$ cat config.mk
export PLATFORM = sky130hd
export DESIGN_NAME = nibble_serial_add_sub
export DESIGN_NICKNAME = d
export VERILOG_FILES = /design/src/rtl/nibble_serial_add_sub.sv
export SDC_FILE = /design/constraint.sdc
export NUM_CORES = 1
export LEC_CHECK = 0
export ABC_AREA = 1
export CAP_MARGIN = 30
export CELL_PAD_IN_SITES_DETAIL_PLACEMENT = 1
export CELL_PAD_IN_SITES_GLOBAL_PLACEMENT = 2
export CORE_MARGIN = 3
export CORE_UTILIZATION = 28
export DETAILED_ROUTE_END_ITERATION = 12
export GPL_TIMING_DRIVEN = 0
export PLACE_DENSITY = 0.87
export SLEW_MARGIN = 20
export SYNTH_ARGS = -nofsm -noshare
export SYNTH_HDL_FRONTEND = slang
export SYNTH_SLANG_ARGS = --single-unit
$ cat constraint.sdc
create_clock -name clk -period 3.1 [get_ports clk]
set_clock_uncertainty 0.2 [all_clocks]
set_input_delay 0.62 -clock clk [delete_from_list [all_inputs] [get_ports clk]]
set_output_delay 0.62 -clock clk [all_outputs]
set_load 0.01 [all_outputs]
$ cat src/rtl/nibble_serial_add_sub.sv
`default_nettype none
// ============================================================================
// Module   : nibble_serial_add_sub
// Purpose  : W-bit (W = 4*NIBBLES) two's-complement add/subtract computed one
//            4-bit slice per clock, least-significant nibble first, with the
//            slice carry registered between steps. start/busy/done handshake.
// Revision : 1.0 - initial release
// ============================================================================
module nibble_serial_add_sub #(
  parameter int NIBBLES = 4
) (
  input  logic                   clk,
  input  logic                   rst_n,
  input  logic                   start,
  input  logic                   M,
  input  logic [4*NIBBLES-1:0]   A,
  input  logic [4*NIBBLES-1:0]   B,
  output logic                   busy,
  output logic                   done,
  output logic [4*NIBBLES-1:0]   S,
  output logic                   C_final,
  output logic                   V
);

  localparam int W  = 4 * NIBBLES;
  localparam int CW = $clog2(NIBBLES + 1);
  localparam logic [CW-1:0] LAST = CW'(NIBBLES - 1);

  typedef enum logic [0:0] {
    IDLE = 1'b0,
    RUN  = 1'b1
  } state_t;

  state_t          state;
  state_t          state_next;

  logic [W-1:0]    a_q;
  logic [W-1:0]    b_q;
  logic            m_q;
  logic            carry;
  logic [CW-1:0]   step;
  logic [W-1:0]    acc;

  logic            accept;
  logic            last_step;
  logic [3:0]      a_nib;
  logic [3:0]      b_nib;
  logic [3:0]      low;
  logic [1:0]      high;
  logic [3:0]      sum_nib;
  logic            c_into3;
  logic            c_out;
  logic [W-1:0]    acc_next;

  // State register
  always_ff @(posedge clk or negedge rst_n) begin
    if (!rst_n) begin
      state <= IDLE;
    end else begin
      state <= state_next;
    end
  end

  // Next-state logic: accept in IDLE, return to IDLE after the last nibble
  always_comb begin
    state_next = state;
    accept     = 1'b0;
    last_step  = 1'b0;
    case (state)
      IDLE: begin
        if (start) begin
          accept     = 1'b1;
          state_next = RUN;
        end
      end
      RUN: begin
        if (step == LAST) begin
          last_step  = 1'b1;
          state_next = IDLE;
        end
      end
      default: state_next = IDLE;
    endcase
  end

  // Slice: select nibble `step`, invert B in subtract mode, add with carry;
  // the low 3 bits are summed separately to expose the carry into bit 3
  always_comb begin
    a_nib    = '0;
    b_nib    = '0;
    for (int n = 0; n < NIBBLES; n++) begin
      if (step == CW'(n)) begin
        a_nib = a_q[4*n +: 4];
        b_nib = b_q[4*n +: 4] ^ {4{m_q}};
      end
    end
    low      = {1'b0, a_nib[2:0]} + {1'b0, b_nib[2:0]} + {3'b000, carry};
    c_into3  = low[3];
    high     = {1'b0, a_nib[3]} + {1'b0, b_nib[3]} + {1'b0, c_into3};
    c_out    = high[1];
    sum_nib  = {high[0], low[2:0]};
    acc_next = acc;
    for (int n = 0; n < NIBBLES; n++) begin
      if (step == CW'(n)) begin
        acc_next[4*n +: 4] = sum_nib;
      end
    end
  end

  // Datapath: latch operands on accept, step one nibble per RUN cycle,
  // publish the full result only on the completing edge
  always_ff @(posedge clk or negedge rst_n) begin
    if (!rst_n) begin
      a_q     <= '0;
      b_q     <= '0;
      m_q     <= 1'b0;
      carry   <= 1'b0;
      step    <= '0;
      acc     <= '0;
      busy    <= 1'b0;
      done    <= 1'b0;
      S       <= '0;
      C_final <= 1'b0;
      V       <= 1'b0;
    end else begin
      done <= 1'b0;
      if (accept) begin
        a_q   <= A;
        b_q   <= B;
        m_q   <= M;
        carry <= M;
        step  <= '0;
        acc   <= '0;
        busy  <= 1'b1;
      end else if (state == RUN) begin
        acc   <= acc_next;
        carry <= c_out;
        step  <= step + 1'b1;
        if (last_step) begin
          S       <= acc_next;
          C_final <= c_out;
          V       <= c_into3 ^ c_out;
          done    <= 1'b1;
          busy    <= 1'b0;
        end
      end
    end
  end

endmodule
`default_nettype wire

==> impl_metrics.toml, run 1 <==
[logic_synthesis]
synth_edf_count = 0
synth_ff_type = "dfrtp_1"
syn_area_sq_um = 3450
synth_top_area_share_pct = 50.8
synthTopCellsByArea = "dfrtp_1, nand2_1, o21ai_0"
synth_warnings = 0
yosysSeqAreaShare_pct = 50.8
synth_fp_nets = 469
synth.largest_area_cell = "dfrtp_1"
synth_seq_cells = 70
avgSynthCellArea_sq_um = 8.15
synthArstFlopShare_pct = 100
yosysUniqueCellTypes = 29
netlist_instances = 423

[detailed_routing]
wire_per_inst_microns = 14.9
wl_microns = 9730
drt_iter0_markers = 87
route.vias.total = 3060
detail-route-antenna-nets = 0
drc = 0
vias_per_cell = 4.68
first_pass_iters = 4

[placed_design]
port_buffers = 55
hpwl_microns = 6960
gp_congestion = 0.788

[pwr]
power_frac_seq_pct = 26.6
p_int_mw = 3.60
pwr-share-clk_pct = 19.9
total_power_mw = 6.08
peakVddDrop_v = 0.000441
leakage_nw = 2.37
combPwrFrac_pct = 53.4
p_switching_mw = 2.47
p_per_area_nw_per_um2 = 1250
switching_share_pct = 40.7

[floorplanning]
die_w_microns = 117
row_count = 39
coreArea_sq_um = 11700
dieArea_sq_um = 13700
dieHeight_microns = 117
start_util_pct = 29.5
io_pins = 56

[sta]
period_needed_ps = 3170
rsz0062_at_grt = "true"
hold_viol = 1
relSlewSlack_pct = 66.0
timing.hold.ws_ps = -2.16
slew_violations = 0
period_share_pct = 102
timing.final.ws_setup_ps = -72.0
worst_pin_slew_ps = 510
setup_viol = 7
fmax_mhz = 315

[clocking]
cts_max_level = 3
clk_pin_slew_worst_paths_ps = 60
clk_latency_ps = 340
cts-hold-fix-buffers = 0
cts_made_buffers = 9
clock-sinks = 70
cts_buffer_depth = 2
cts_tree = "built"
root_buffer = "clkbuf_16"

[layout]
antenna_cells = 0
fin_util_pct = 41.5
nets = 552
layout-drive-gt1-share_pct = 18.8
area_growth_syn_to_layout_pct = 41.0

[run]
drv_cap = 0

[global_route]
grt_pass1_vias = 3236
grt_max_degree = 43
grt_pass1_wl_microns = 16000
grtUsageTotal_pct = 15.2
grt-ovfl-total = 0
antenna_found_initial = 0

[setup_path]
r2r_end = "acc[11]"
r2r_slack_ps = -70
crit_path_end_kind = "flip-flop"
cp_max_fo = 8
r2r_cells = 13
r2r-start = "step[0]"
critPathLaunchType = "flip-flop"
startpoint = "step[0]"
worstSetupPathType = "flip-flop to flip-flop"
critical_path_required_ps = 3090
crit_arrival_ps = 3170

[run_status]
outcome = "finished with violations"
violations = "negative hold slack, negative setup slack"

[min_path]
hp-class = "input port to async pin"
==> what timing repair did <==
action	4_1_cts	5_1_grt
setup buffers	12	4
pin swaps	7	16
gates resized for setup	30	20
endpoints found under the setup margin	23	17
==> power by group through the flow <==
stage | registers, mW | logic [mW] | clock network [mW]
floorplan | 1.62 | 1.58 | 0
global placement | 1.60 | 2.43 | 0
detailed placement | 1.63 | 2.54 | 0
CTS | 1.62 | 2.94 | 1.24
global route | 1.68 | 3.66 | 1.29
finish | 1.62 | 3.25 | 1.21
==> cells in the final DEF (no fill, tap or decap), types with 4 or more instances in the layout <==
master / synthesis / layout
clkbuf_16: 0 / 9
nor2_1: 13 / 13
inv_2: 3 / 6
nand2_1: 181 / 176
nand2_2: 1 / 6
o21ai_1: 0 / 5
a21oi_1: 8 / 6
o22ai_1: 7 / 7
o21ai_2: 2 / 5
nand3_1: 12 / 7
buf_2: 14 / 13
nand3_2: 2 / 7
buf_6: 2 / 4
clkdlybuf4s50_1: 0 / 54
inv_1: 34 / 30
o21ai_0: 38 / 29
o211ai_1: 7 / 7
buf_4: 2 / 15
dfrtp_1: 70 / 70
==> cells in the mapped netlist (3+ instances only) <==
| cell type | instances |
|---|---|
| nand2_1 | 181 |
| dfrtp_1 | 70 |
| o21ai_0 | 38 |
| inv_1 | 34 |
| buf_2 | 14 |
| nor2_1 | 13 |
| nand3_1 | 12 |
| a21oi_1 | 8 |
| ha_1 | 7 |
| o211ai_1 | 7 |
| o22ai_1 | 7 |
| fa_1 | 3 |
| inv_2 | 3 |
| nor2_4 | 3 |
| xnor2_1 | 3 |
==> metal layers <==
layer	global-route usage, %	part of all wire, %
met5	0	0
met4	5.12	1.4
met3	3.75	4.2
met2	25.7	50
met1	19.1	44
==> area by class of cell <==
class	instances	area [sq um]
Multi-Input combinational cell	296	1600
Clock inverter	5	106
Fill cell	1391	6850
Sequential cell	70	1750
Tap cell	143	179
Timing Repair Buffer	72	721
Buffer	19	121
Inverter	38	148
Clock buffer	11	243
==> metrics by stage <==
stage / setup slack (ps) / std cells / TNS [ps] / hold WS, ps / cell area, sq um
floorplan: 79.5 / 423 / 0 / 124 / 3450
global placement: -1220 / 621 / -89070 / 253 / 4180
detailed placement: -462 / 622 / -6530 / 258 / 4200
CTS: -8.55 / 650 / -8.55 / 5.09 / 4750
global route: -229 / 654 / -1910 / 12.9 / 4860
finish: -72.0 / 654 / -298 / -2.16 / 4860
==> registers in the layout, indices dropped and copies added (netlist names) <==
register / flops
C_final: 1
busy: 1
done: 1
b_q: 16
V: 1
a_q: 16
step: 3
acc: 12
state: 1
m_q: 1
carry: 1
S: 16
==> worst max-delay path: stages, from the launching register on <==
cell      delay, ps
dfrtp_1         420
buf_6           130
ha_4            160
buf_12          120
nor2_4          230
nand2_2          80
nand3_2          90
a21oi_2          70
fa_2            400
nand3b_1        220
nand2_2         120
fa_2            490
o21ai_2         190
o22ai_1         100
==> how the worst max path moves through the flow <==
stage	to	cells after the start
floorplan	acc[11]	13
global placement	a_q[2]	1
detailed placement	acc[11]	14
CTS	acc[3]	14
global route	acc[7]	15
finish	acc[11]	13
==> kinds of logic after synthesis <==
family                     Yosys count  share of synthesized area, %
DFF                                 70                          50.8
adders and majority gates           10                          4.28
AOI/OAI and AO/OA                   65                          10.7
buffers and inverters               57                          7.44
xor gates and xnor gates             4                          1.02
and+or+nand+nor                    217                          25.8
(Power assumes the default switching activity.)
==> inputs of run 2 (changes only) <==
--- a/config.mk
+++ b/config.mk
@@ -14,7 +14,6 @@
 export DETAILED_ROUTE_END_ITERATION = 12
 export GPL_TIMING_DRIVEN = 0
 export PLACE_DENSITY = 0.87
-export SLEW_MARGIN = 20
 export SYNTH_ARGS = -nofsm -noshare
 export SYNTH_HDL_FRONTEND = slang
 export SYNTH_SLANG_ARGS = --single-unit
==> impl_metrics.toml, run 2 (synthesis gave the netlist of run 1 again) <==
[setup_path]
path_delay_family = "adder cells"
r2r-start = "step[1]"
crit_path_end_kind = "flip-flop"
slowest_stage = "fa_2"
cp_max_fo = 3
crit_end = "acc[7]"
max_stage_delay_ps = 480
startpoint = "step[1]"
critPathLaunchType = "flip-flop"
path_depth = 16
r2r_end = "acc[7]"
r2r_slack_ps = -30
critical_path_required_ps = 3100
cp_num_buf_inv = 4
crit_arrival_ps = 3130
worstSetupPathType = "flip-flop to flip-flop"
crit_chain = "inv_2 > ha_4 > inv_4 > nor2_4 > buf_6 > nand2_2 > nand3_2 > a21boi_4 > fa_2 > nand3b_1 > nand2_2 > fa_2 > inv_2 > nand2_2 > o21ai_4 > o21ai_1"
crit_top_cell = "nand2_2"
r2r_cells = 16

[layout]
reg_top3 = "S x16, a_q x16, b_q x16"
design_area_sq_um = 4860
most-common-layout-cells = "nand2_1, dfrtp_1, clkdlybuf4s50_1"
layout-drive-gt1-share_pct = 19.5
nets = 555
layout_commonest_cell = "nand2_1"
stdcell_count = 657
fill_cells = 1388
area_growth_syn_to_layout_pct = 40.8
antenna_cells = 0

[sta]
rsz0062_at_grt = "true"
relSlewSlack_pct = 40.8
timing.hold.ws_ps = 209
slew_violations = 0
hold_viol = 0
timing.final.ws_setup_ps = -25.9
period_share_pct = 101
fmax_mhz = 320
setup_viol = 4
period_needed_ps = 3130
worst_pin_slew_ps = 888

[run_status]
outcome = "finished with violations"
violations = "negative setup slack"

[global_route]
grtUsageTotal_pct = 15.0
grt_pass1_vias = 3258
grt_max_degree = 71
antenna_found_initial = 0
grt-ovfl-total = 0
grt_pass1_wl_microns = 15900

[min_path]
hp-class = "input port to async pin"

[clocking]
clk_latency_ps = 330
cts_max_level = 3
cts-hold-fix-buffers = 0
clk_pin_slew_worst_paths_ps = 60
clock-sinks = 70
cts_buffer_depth = 2
root_buffer = "clkbuf_16"
cts_made_buffers = 9
cts_tree = "built"

[floorplanning]
start_util_pct = 29.5
dieArea_sq_um = 13700
row_count = 39
io_pins = 56
dieHeight_microns = 117
die_w_microns = 117
coreArea_sq_um = 11700

[detailed_routing]
vias_per_cell = 4.66
detail-route-antenna-nets = 0
drc = 0
drt_iter0_markers = 77
first_pass_iters = 4
wl_microns = 9930
wire_per_inst_microns = 15.1
route.vias.total = 3059

[pwr]
p_per_area_nw_per_um2 = 1230
peakVddDrop_v = 0.000476
leakage_nw = 2.38
total_power_mw = 5.99

[placed_design]
hpwl_microns = 6810
placed_cells_incl_taps = 621
port_buffers = 55
dpl_cell_area_sq_um = 4180
gp_congestion = 0.788

[run]
drv_cap = 0
[run 2: cell types whose count changed in the layout (fill, tap and decap cells not counted), moves of 2 or more]
cell / change
buf_4: +6
buf_12: -2
buf_6: -2
o21ai_0: -2
o21ai_1: +2
[run 2: worst register-to-register path: cells and delay by family (launching register included)]
| family | cells | cell delay [ps] |
|---|---|---|
| AO/OA/AOI/OAI | 3 | 230 |
| adder cells (fa/ha/maj) | 3 | 1060 |
| AND/OR/NAND/NOR | 6 | 680 |
| buffers and inverters | 4 | 420 |
| flip-flops | 1 | 410 |
[run 2: cell type report]
type / count / area [sq um] / share of cell area (%)
buffer: 19 / 134 / 2.76
clock buffer: 11 / 253 / 5.20
clock inverter: 5 / 81.3 / 1.67
inverter: 38 / 153 / 3.14
multi-input combinational: 296 / 1600 / 33.0
sequential: 70 / 1750 / 36.1
tap: 143 / 179 / 3.68
timing repair buffer: 75 / 706 / 14.5
[run 2: stage by stage]
| stage | util (%) | setup TNS, ps | setup WS [ps] |
|---|---|---|---|
| 6_report | 41.5 | -52.9 | -25.9 |
| 5_1_grt | 41.5 | -1130 | -160 |
| 4_1_cts | 39.9 | -61.9 | -25.6 |
| 3_5_place_dp | 35.7 | -6290 | -439 |
| 3_3_place_gp | 35.7 | -89070 | -1220 |
| 2_1_floorplan | - | 0 | 79.5 |
[run 2: worst min path at each step]
stage,from,end,slack [ps],cells after the start
2_1_floorplan,rst_n,C_final,120,0
3_3_place_gp,a_q[8],a_q[8],250,2
3_5_place_dp,a_q[11],a_q[11],260,2
4_1_cts,rst_n,S[8],250,1
5_1_grt,rst_n,S[0],290,1
6_report,rst_n,S[1],210,1
[run 2: where the power goes]
part	switching [mW]	leakage, nW	internal, mW
clock network	0.395	0.162	0.748
registers	0.269	0.867	1.35
logic	1.82	1.35	1.41
total	2.49	2.38	3.51
[run 2: timing repair]
| action | in CTS | in global routing |
|---|---|---|
| gates resized for setup | 26 | 32 |
| cloned | 0 | 0 |
| setup buffers | 10 | 10 |
| endpoints found under the setup margin | 23 | 17 |
| pin swaps | 5 | 20 |
[run 2: metal layers]
layer / GRT usage, % / vias to the layer above / wire, microns
met5: 0 / - / 0
met4: 5.73 / 0 / 175
met3: 2.83 / 14 / 346
met2: 26.1 / 60 / 4980
met1: 18.6 / 1492 / 4430
li1: - / 1493 / -
